**src/rtl/move_request_if.sv**
```systemverilog
// Purpose: groups button, pause and handshake inputs with the move request outputs.
// Latency: none, this file only declares wires.
// Backpressure: checkBoard is held until doneLogic arrives, so the consumer sets the pace.
interface move_request_if;
    logic [3:0] btn_n;
    logic       paused;
    logic       doneLogic;
    logic       checkBoard;
    logic       DropBlock;
    logic       LeftBlock;
    logic       RightBlock;
    logic       DownBlock;

    // Driver side: the board and game-logic FSM.
    modport master (
        output btn_n, paused, doneLogic,
        input  checkBoard, DropBlock, LeftBlock, RightBlock, DownBlock
    );

    // Request unit side.
    modport slave (
        input  btn_n, paused, doneLogic,
        output checkBoard, DropBlock, LeftBlock, RightBlock, DownBlock
    );
endinterface

```
**src/rtl/move_request_unit.sv**
```systemverilog
// Purpose: debounced buttons and a gravity timer become one-hot move requests with a checkBoard strobe.
// Latency: a press reaches its pending flag DEBOUNCE_CYCLES+2 cycles after it is stable, and is issued 1 cycle later.
// Backpressure: one request is held until doneLogic; later events wait in one-deep sticky pending flags.
module move_request_unit #(
    parameter int DEBOUNCE_CYCLES = 500_000,
    parameter int GRAVITY_TICKS   = 25_000_000
) (
    input  logic          CLOCK_50,
    input  logic          Resetn,
    move_request_if.slave bus
);
    localparam int DBW = $clog2(DEBOUNCE_CYCLES + 1);
    localparam int GW  = $clog2(GRAVITY_TICKS);
    localparam logic [DBW-1:0] DB_LAST = DBW'(DEBOUNCE_CYCLES - 1);
    localparam logic [GW-1:0]  GR_LAST = GW'(GRAVITY_TICKS - 1);

    typedef enum logic [1:0] {
        S_IDLE    = 2'd0,
        S_ISSUE   = 2'd1,
        S_RELEASE = 2'd2
    } state_t;

    // Bit order everywhere: [3] drop, [2] left, [1] right, [0] down.
    logic [3:0]     r_sync1, r_sync2;
    logic [3:0]     r_db_lvl, r_db_lvl_d;
    logic [DBW-1:0] r_db_cnt [4];
    logic [3:0]     w_press;
    logic [GW-1:0]  r_grav_cnt;
    logic           w_tick;
    logic [3:0]     w_event;
    logic [3:0]     r_pend;
    logic [3:0]     w_issue;
    state_t         r_state, w_state_nxt;
    logic [3:0]     r_move, w_move_nxt;
    logic           r_check;

    // Two-flop synchroniser on the raw buttons; the reset value means released.
    always_ff @(posedge CLOCK_50) begin
        if (!Resetn) begin
            r_sync1 <= '1;
            r_sync2 <= '1;
        end else begin
            r_sync1 <= bus.btn_n;
            r_sync2 <= r_sync1;
        end
    end

    // Debouncer: accept a new level only after it differs for DEBOUNCE_CYCLES consecutive samples.
    always_ff @(posedge CLOCK_50) begin
        if (!Resetn) begin
            r_db_lvl   <= '1;
            r_db_lvl_d <= '1;
            for (int i = 0; i < 4; i++) r_db_cnt[i] <= '0;
        end else begin
            r_db_lvl_d <= r_db_lvl;
            for (int i = 0; i < 4; i++) begin
                if (r_sync2[i] == r_db_lvl[i]) begin
                    r_db_cnt[i] <= '0;
                end else if (r_db_cnt[i] == DB_LAST) begin
                    r_db_lvl[i] <= r_sync2[i];
                    r_db_cnt[i] <= '0;
                end else begin
                    r_db_cnt[i] <= r_db_cnt[i] + 1'b1;
                end
            end
        end
    end

    // Only the press edge (1->0) counts. Releases are ignored.
    assign w_press = r_db_lvl_d & ~r_db_lvl;
    assign w_tick  = (r_grav_cnt == GR_LAST) && !bus.paused;
    assign w_event = {w_press[3:1], w_press[0] | w_tick};

    // Gravity counter: wraps every GRAVITY_TICKS cycles, holds while paused.
    // It restarts whenever a drop or down move is issued.
    always_ff @(posedge CLOCK_50) begin
        if (!Resetn) begin
            r_grav_cnt <= '0;
        end else if (w_issue[3] || w_issue[0]) begin
            r_grav_cnt <= '0;
        end else if (!bus.paused) begin
            r_grav_cnt <= (r_grav_cnt == GR_LAST) ? '0 : r_grav_cnt + 1'b1;
        end
    end

    // Sticky one-deep pending flags. A new event wins over the issue-clear in the same cycle.
    always_ff @(posedge CLOCK_50) begin
        if (!Resetn) begin
            r_pend <= '0;
        end else begin
            r_pend <= (r_pend & ~w_issue) | w_event;
        end
    end

    // Next-state and next-output decode. Priority is drop > left > right > down,
    // matching the decode order in the logic FSM.
    always_comb begin
        w_state_nxt = r_state;
        w_move_nxt  = r_move;
        w_issue     = '0;
        case (r_state)
            S_IDLE: begin
                w_move_nxt = '0;
                if (|r_pend) begin
                    w_state_nxt = S_ISSUE;
                    if (r_pend[3])      w_issue = 4'b1000;
                    else if (r_pend[2]) w_issue = 4'b0100;
                    else if (r_pend[1]) w_issue = 4'b0010;
                    else                w_issue = 4'b0001;
                    w_move_nxt = w_issue;
                end
            end
            S_ISSUE: begin
                if (bus.doneLogic) w_state_nxt = S_RELEASE;
            end
            S_RELEASE: begin
                // The move stays visible for one more cycle so the FSM sees it while exiting.
                w_state_nxt = S_IDLE;
                w_move_nxt  = '0;
            end
            default: begin
                w_state_nxt = S_IDLE;
                w_move_nxt  = '0;
            end
        endcase
    end

    // State and outputs registered together, so outputs line up with the state.
    always_ff @(posedge CLOCK_50) begin
        if (!Resetn) begin
            r_state <= S_IDLE;
            r_move  <= '0;
            r_check <= 1'b0;
        end else begin
            r_state <= w_state_nxt;
            r_move  <= w_move_nxt;
            r_check <= (w_state_nxt == S_ISSUE);
        end
    end

    assign bus.checkBoard = r_check;
    assign bus.DropBlock  = r_move[3];
    assign bus.LeftBlock  = r_move[2];
    assign bus.RightBlock = r_move[1];
    assign bus.DownBlock  = r_move[0];
endmodule

```
**src/flat_wrapper.sv**
```systemverilog
// flat-port wrapper written by rule: the top's interface ports become plain ports
module move_request_unit_flat 
#(
    parameter int DEBOUNCE_CYCLES = 500_000,
    parameter int GRAVITY_TICKS   = 25_000_000
)
  (CLOCK_50, Resetn, bus_btn_n, bus_paused, bus_doneLogic, bus_checkBoard, bus_DropBlock, bus_LeftBlock, bus_RightBlock, bus_DownBlock);
  move_request_if bus_i ();
  input  logic CLOCK_50;
  input  logic Resetn;
  input wire logic [$bits(bus_i.btn_n)-1:0] bus_btn_n;
  input wire logic [$bits(bus_i.paused)-1:0] bus_paused;
  input wire logic [$bits(bus_i.doneLogic)-1:0] bus_doneLogic;
  output wire logic [$bits(bus_i.checkBoard)-1:0] bus_checkBoard;
  output wire logic [$bits(bus_i.DropBlock)-1:0] bus_DropBlock;
  output wire logic [$bits(bus_i.LeftBlock)-1:0] bus_LeftBlock;
  output wire logic [$bits(bus_i.RightBlock)-1:0] bus_RightBlock;
  output wire logic [$bits(bus_i.DownBlock)-1:0] bus_DownBlock;
  assign bus_i.btn_n = bus_btn_n;
  assign bus_i.paused = bus_paused;
  assign bus_i.doneLogic = bus_doneLogic;
  assign bus_checkBoard = bus_i.checkBoard;
  assign bus_DropBlock = bus_i.DropBlock;
  assign bus_LeftBlock = bus_i.LeftBlock;
  assign bus_RightBlock = bus_i.RightBlock;
  assign bus_DownBlock = bus_i.DownBlock;
  move_request_unit #(.DEBOUNCE_CYCLES(DEBOUNCE_CYCLES), .GRAVITY_TICKS(GRAVITY_TICKS)) u_core (.CLOCK_50(CLOCK_50), .Resetn(Resetn), .bus(bus_i));
endmodule
```
**config.mk**
```make
export PLATFORM = sky130hd
export DESIGN_NAME = move_request_unit_flat
export DESIGN_NICKNAME = d
export VERILOG_FILES = /design/src/rtl/move_request_if.sv /design/src/rtl/move_request_unit.sv /design/src/flat_wrapper.sv
export SDC_FILE = /design/constraint.sdc
export NUM_CORES = 1
export LEC_CHECK = 0
export BUFFER_PORTS_ARGS = -buffer_cell sky130_fd_sc_hd__buf_2
export CAP_MARGIN = 0
export CORE_ASPECT_RATIO = 0.6
export CORE_MARGIN = 2
export CORE_UTILIZATION = 45
export CTS_CLUSTER_SIZE = 8
export DETAILED_ROUTE_END_ITERATION = 12
export GPL_TIMING_DRIVEN = 0
export HOLD_SLACK_MARGIN = 0.05
export SETUP_SLACK_MARGIN = 0.02
export SLEW_MARGIN = 10
export SYNTH_ARGS = -nofsm -noshare
export SYNTH_HDL_FRONTEND = slang
export SYNTH_SLANG_ARGS = --single-unit
```
**constraint.sdc**
```tcl
create_clock -name CLOCK_50 -period 4.1 [get_ports CLOCK_50]
set_input_delay 0.41 -clock CLOCK_50 [delete_from_list [all_inputs] [get_ports CLOCK_50]]
set_output_delay 0.41 -clock CLOCK_50 [all_outputs]
set_load 0.02 [all_outputs]
```
==> flow_summary.json, run 1 <==
{
  "p_int_mw": 2.45,
  "switching_share_pct": 20.7,
  "seq_power_share_pct": 46.7,
  "synth_seq_cells": 128,
  "grt_max_degree": 17,
  "hold_buffers": 0,
  "critPathRequiredTime_ns": 4.24,
  "area_growth_pct": 18.8,
  "die-area_mm2": 0.0149,
  "regArea_mm2": 0.00332,
  "hp-class": "in -> reg",
  "crit_fanout": 10,
  "p_clk_share_pct": 50.3,
  "firstDrtPassIters": 7,
  "powerDensity_mw_per_mm2": 414,
  "cts_root_buf": "clkbuf_16",
  "clk_pin_slew_worst_paths_ns": 0.06,
  "arrival_ns": 2.77,
  "drv_slew": 0,
  "io_buffers": 12,
  "tns_ns": 0,
  "hold_violations": 0,
  "fin_crit_sh_pct": 64.0,
  "start_kind": "register",
  "ys_seq_area_share_pct": 53.0,
  "cp_num_buf_inv": 2,
  "dpl.hpwl_mm": 8.85,
  "ys.flop_type": "edfxtp_1",
  "final_layout_size_suffix_gt1_share_pct": 7.83,
  "cpPeakStageDelay_ns": 0.50,
  "max_freq_ghz": 0.381,
  "cts_buffer_depth": 2,
  "setup_violations": 0,
  "skew_ns": 0.0131,
  "io_pins": 13,
  "drc": 0,
  "drtAntennaViolNets": 0,
  "synth_edf_count": 76,
  "netlist_area_mm2": 0.00627,
  "worstMarginPinSlew_ns": 0.667,
  "yosys_warnings": 0,
  "rows": 33,
  "grtUsageTotal_pct": 18.1,
  "start_util_pct": 46.0,
  "min_from": "bus_btn_n[1]",
  "path_cells": "ha_1 -> and4_1 -> clkbuf_1 -> nand3_1 -> o211ai_2 -> clkbuf_1 -> nor2_1",
  "vias": 4826,
  "power.total_mw": 3.08,
  "switchingPower_mw": 0.638,
  "grt_first_pass_wirelength_mm": 21.2,
  "nFillCells": 1215,
  "grt_pass1_vias": 4511,
  "crit_start": "u_core.r_db_cnt[0][57]",
  "critPathKind": "reg -> reg",
  "rr_startpoint": "u_core.r_db_cnt[0][57]",
  "antenna_found_initial": 0,
  "globalplace.congestion": 0.832,
  "path_common_cell": "clkbuf_1",
  "final_nets": 741,
  "async_flop_share_pct": 0,
  "clk_latency_ns": 0.41,
  "cts.htree.levels": 4,
  "cts_tree": "yes",
  "cts_inserted_buffers": 17,
  "coreArea_mm2": 0.0136,
  "p_comb_share_pct": 3.0,
  "setup.worst_path.end_class": "register",
  "max_cap_violations": 0,
  "first_iter_violations": 344,
  "ir_worst_vdd_mv": 0.253,
  "status": "completed",
  "fin_crit_ns": 2.63,
  "rsz0062_at_grt": "no",
  "ys_types": 51,
  "cts.sinks": 128,
  "routedWlPerCell_um": 13.5,
  "post_cts_resized": 0,
  "placedCellCount": 884,
  "postCtsSetupRepairBufs": 0,
  "syn_area_per_cell_um2": 10.1,
  "finalCoreUtilization_pct": 54.7,
  "n_antenna_cell": 0,
  "crit_family": "buffers and inverters",
  "dieHeight_um": 95.5,
  "wl_mm": 12.4,
  "netlist_instances": 622,
  "maxSlewHeadroom_pct": 55.1,
  "grt-ovfl-total": 0,
  "cpMaxStageDelayCell": "o211ai_2",
  "multiInputGateArea_mm2": 0.00307,
  "vias_per_cell": 5.27,
  "die_w_um": 156,
  "p_leak_nw": 2.57,
  "final_cells": 916
}
-- worst register-to-register path, delay by kind of cell, from the launching register on --
family | cells | cell delay, ns
compound gates | 1 | 0.50
simple gates | 3 | 0.54
buf+inv | 2 | 0.73
fa+ha+maj | 1 | 0.22
flops | 1 | 0.38
-- area by class of cell --
| class | count | area share, % |
|---|---|---|
| buffer | 21 | 1.12 |
| timing repair buffer | 12 | 0.806 |
| inverter | 20 | 1.01 |
| tap | 175 | 2.94 |
| clock inverter | 8 | 1.29 |
| multi-input combinational | 528 | 41.2 |
| clock buffer | 24 | 7.02 |
| sequential | 128 | 44.6 |
-- routing by layer --
metal | global-route usage [%] | wire length [um]
met1 | 25.4 | 6370
met2 | 27.1 | 5360
met3 | 4.55 | 523
met4 | 6.65 | 142
met5 | 0 | 0
-- final timing paths --
kind                            endpoint  slack, ns  cells after the start
hold / removal         u_core.r_sync1[1]       0.19                      2
setup reg to reg  u_core.r_db_cnt[0][67]       1.47                      7
setup / recovery  u_core.r_db_cnt[0][67]       1.47                      7
hold reg to reg        u_core.r_sync2[0]       0.40                      1
-- power by group through the flow --
stage	logic [mW]	registers (mW)	clock network, mW
after floorplan	0.0701	1.45	0
after global placement	0.0873	1.46	0
after detailed placement	0.0891	1.47	0
after CTS	0.0900	1.44	1.59
after global routing	0.107	1.45	1.64
final	0.0922	1.44	1.55
-- cells in the mapped netlist, types with 2 or more instances --
master / number / area, um^2
o41ai_1: 2 / 17.5
inv_1: 20 / 75.1
nand2_1: 29 / 109
a21oi_1: 38 / 190
mux2i_1: 2 / 20.0
clkbuf_1: 16 / 60.1
or4_1: 14 / 105
xnor2_1: 28 / 245
o21ai_0: 23 / 115
dfxtp_1: 52 / 1040
nand4_1: 31 / 194
o31ai_1: 10 / 75.1
nor4b_1: 4 / 35.0
edfxtp_1: 76 / 2280
nor4_1: 9 / 56.3
buf_2: 3 / 15.0
and4_1: 12 / 105
a221oi_1: 2 / 17.5
nor3_1: 14 / 70.1
or3_1: 22 / 138
or4b_1: 2 / 20.0
nor4bb_1: 2 / 20.0
nor2b_1: 2 / 12.5
xor2_1: 37 / 324
and2_1: 4 / 25.0
ha_1: 5 / 62.6
and3_1: 3 / 18.8
nor2_1: 85 / 319
nand2b_1: 18 / 113
o211ai_2: 2 / 25.0
or2_2: 2 / 12.5
nand3_1: 34 / 170
-- sequential cells by signal (all words and copies together) (netlist names) --
register / count
u_core.r_pend: 4
u_core.r_move: 4
u_core.r_db_cnt: 76
u_core.r_sync1: 4
u_core.r_db_lvl_d: 4
u_core.r_db_lvl: 4
u_core.r_state: 2
u_core.r_grav_cnt: 25
u_core.bus.checkBoard: 1
u_core.r_sync2: 4
-- stage by stage --
step / worst slack, ns / hold WS (ns) / instance area [um^2]
after global placement: 1.54 / 0.389 / 6830
after floorplan: 2.01 / 0.386 / 6550
final: 1.47 / 0.193 / 7450
after detailed placement: 1.48 / 0.392 / 6830
after CTS: 1.47 / 0.184 / 7450
after global routing: 1.25 / 0.188 / 7450
-- placed cells by master, fill, tap and decap left out, drive strengths merged, types with 3 or more instances in the layout --
| master | n |
|---|---|
| o211ai | 3 |
| nor2 | 85 |
| nor4 | 9 |
| dfxtp | 52 |
| and4 | 12 |
| conb | 76 |
| inv | 23 |
| ha | 5 |
| and2 | 4 |
| xor2 | 37 |
| nand2 | 29 |
| or4b | 3 |
| clkbuf | 41 |
| edfxtp | 76 |
| nand4 | 31 |
| buf | 16 |
| nand2b | 18 |
| or4 | 14 |
| nand3 | 34 |
| o31ai | 11 |
| nor3 | 14 |
| o21ai | 23 |
| xnor2 | 28 |
| a21oi | 38 |
| and3 | 3 |
| or3 | 22 |
| nor4b | 4 |
-- kinds of logic (layout without fill, tap and decap cells) --
kind of cell,count (synthesis),after routing,share of synthesized area (%)
simple gates,294,294,25.6
flops,128,128,53.0
buf+inv,41,85,2.53
compound gates,85,85,8.30
fa+ha+maj,5,5,0.997
other cells,1,76,0.0598
mux,3,3,0.499
xor+xnor,65,65,9.08
Power figures use the tool's default switching activity.
==> run 2, diff against run 1 <==
==> constraint.sdc (replaced) <==
create_clock -name CLOCK_50 -period 2.5 [get_ports CLOCK_50]
set_input_delay 0.25 -clock CLOCK_50 [delete_from_list [all_inputs] [get_ports CLOCK_50]]
set_output_delay 0.25 -clock CLOCK_50 [all_outputs]
set_load 0.02 [all_outputs]
==> run 2 against run 1 <==
Net effect: register-to-register slack got worse by 1.3 ns; sequential share of layout area is 0.33 points lower; clock skew shrank 0.0032 ns; sequential cell count unchanged; non-clock buffer count grew 2; core utilization up 0.40 points; global-route usage decreased by 0.068 points; final cell count up 0.22%; count of clock-buffer cells in the layout is the same; fmax rose by 13%; largest cell class unchanged; largest power group unchanged.
==> flow_summary.json, run 2 (synthesis gave the netlist of run 1 again) <==
{
  "cts_inserted_buffers": 17,
  "globalplace.congestion": 0.832,
  "largest_reg_flops": 76,
  "grt_max_degree": 20,
  "hold_violations": 0,
  "hold_depth": 2,
  "hp-class": "in -> reg",
  "worstHoldEndpoint": "u_core.r_sync1[2]",
  "setup.worst_path.end_class": "register",
  "dpl_cell_area_mm2": 0.00683,
  "layout_commonest_cell": "nor2_1",
  "status": "completed",
  "io_pins": 13,
  "cts_buffer_depth": 2,
  "design_area_mm2": 0.00751,
  "routedWlPerCell_um": 13.5,
  "max_cap_violations": 0,
  "firstDrtPassIters": 5,
  "min_from": "bus_btn_n[2]",
  "max_freq_ghz": 0.432,
  "die_w_um": 156,
  "wl_mm": 12.3,
  "vias_per_cell": 5.21,
  "grt_pass1_vias": 4498,
  "dieHeight_um": 95.5,
  "grt-ovfl-total": 0,
  "skew_ns": 0.00985,
  "io_buffers": 12,
  "area_growth_pct": 19.7,
  "first_iter_violations": 345,
  "dpl.hpwl_mm": 8.85,
  "crit_fanout": 19,
  "cts_tree": "yes",
  "r2r_cells": 6,
  "coreArea_mm2": 0.0136,
  "clk_pin_slew_worst_paths_ns": 0.06,
  "placedCellCount": 884,
  "rr_startpoint": "u_core.r_db_cnt[0][57]",
  "vias": 4784,
  "reg2reg_to": "u_core.r_db_cnt[0][60]",
  "grt_first_pass_wirelength_mm": 21.2,
  "final_layout_size_suffix_gt1_share_pct": 8.21,
  "drtAntennaViolNets": 0,
  "die-area_mm2": 0.0149,
  "drc": 0,
  "fin_crit_ns": 2.32,
  "cpPeakStageDelay_ns": 0.55,
  "ir_worst_vdd_mv": 0.414,
  "setup_violations": 0,
  "nFillCells": 1209,
  "p_leak_nw": 2.61,
  "final_cell_mix": "85 x nor2_1, 76 x edfxtp_1, 76 x conb_1, 52 x dfxtp_1, 38 x a21oi_1",
  "fin_crit_sh_pct": 92.6,
  "critPathKind": "reg -> reg",
  "critPathRequiredTime_ns": 2.63,
  "start_util_pct": 46.0,
  "top_regs": "u_core.r_db_cnt (76), u_core.r_grav_cnt (25)",
  "start_kind": "register",
  "grtUsageTotal_pct": 18.0,
  "reg2reg_setup_slack_ns": 0.18,
  "cts_root_buf": "clkbuf_16",
  "powerDensity_mw_per_mm2": 674,
  "final_nets": 743,
  "cts.htree.levels": 4,
  "maxSlewHeadroom_pct": 59.3,
  "antenna_found_initial": 0,
  "arrival_ns": 2.44,
  "final_cells": 918,
  "drv_slew": 0,
  "clk_latency_ns": 0.40,
  "rows": 33,
  "worstMarginPinSlew_ns": 0.611,
  "largest-register": "u_core.r_db_cnt",
  "cpMaxStageDelayCell": "o211ai_4",
  "n_antenna_cell": 0,
  "cts.sinks": 128,
  "rsz0062_at_grt": "no",
  "finalCoreUtilization_pct": 55.1,
  "path_cells": "ha_1 -> and4_1 -> clkbuf_1 -> nand3_1 -> o211ai_4 -> nor2_1"
}
[run 2: cell count changes in the layout (fill, tap and decap cells not counted), sizes merged]
cell	delta
clkbuf	-1
dlygate4sd3	+3
[run 2: power breakdown]
part           total [mW]  leakage [nW]  switching [mW]  internal, mW
combinational       0.156          1.10          0.0968        0.0597
clock                2.54         0.309           0.882          1.66
sequential           2.36          1.21          0.0660          2.30
[run 2: timing repair]
item	CTS	global route
endpoints found under the setup margin	20	22
setup buffers	0	0
hold buffers	3	0
hold endpoints to repair	3	0
pin swaps	0	1
gates cloned	0	0
resized for setup	2	3
[run 2: worst max-delay path by stage]
stage               slack (ns)                     end              startpoint  cells past startpoint
floorplan                 0.41  u_core.r_db_cnt[0][63]  u_core.r_db_cnt[0][57]                      7
global placement         -0.06  u_core.r_db_cnt[0][71]  u_core.r_db_cnt[0][57]                      7
detailed placement       -0.12  u_core.r_db_cnt[0][67]  u_core.r_db_cnt[0][57]                      7
CTS                       0.02  u_core.r_db_cnt[0][31]  u_core.r_db_cnt[0][19]                      7
global route              0.03  u_core.r_db_cnt[0][60]  u_core.r_db_cnt[0][57]                      6
finish                    0.18  u_core.r_db_cnt[0][60]  u_core.r_db_cnt[0][57]                      6
[run 2: cell type report]
type,count,area [um^2],area share (%)
sequential,128,3320,44.3
clock buffer,24,523,6.97
tap,175,219,2.92
clock inverter,8,96.3,1.28
timing repair buffer,15,90.1,1.20
buffer,20,81.3,1.08
multi-input combinational,528,3100,41.3
inverter,20,75.1,1.00
[run 2: routing by layer]
layer  track usage (%)  vias up  share of wire, %
met5                 0        -                 0
met3              4.50       11               3.6
li1                  -     2428                 -
met1              25.3     2252                52
met4              6.27        0              0.94
met2              27.3       93                44
[run 2: metrics by stage]
| step | worst slack, ns | TNS, ns | hold slack [ns] | total power [mW] |
|---|---|---|---|---|
| CTS | 0.0241 | 0 | 0.0686 | 5.12 |
| finish | 0.184 | 0 | 0.0881 | 5.06 |
| detailed placement | -0.121 | -1.03 | 0.392 | 2.55 |
| global route | 0.0257 | 0 | 0.0677 | 5.25 |
| floorplan | 0.412 | 0 | 0.351 | 2.50 |
| global placement | -0.0600 | -0.498 | 0.389 | 2.54 |
[run 2: critical path, delay by kind of cell (launching register included)]
| kind | cells | cell delay, ns |
|---|---|---|
| compound gates | 1 | 0.55 |
| fa+ha+maj | 1 | 0.22 |
| buf+inv | 1 | 0.29 |
| flops | 1 | 0.38 |
| simple gates | 3 | 0.60 |
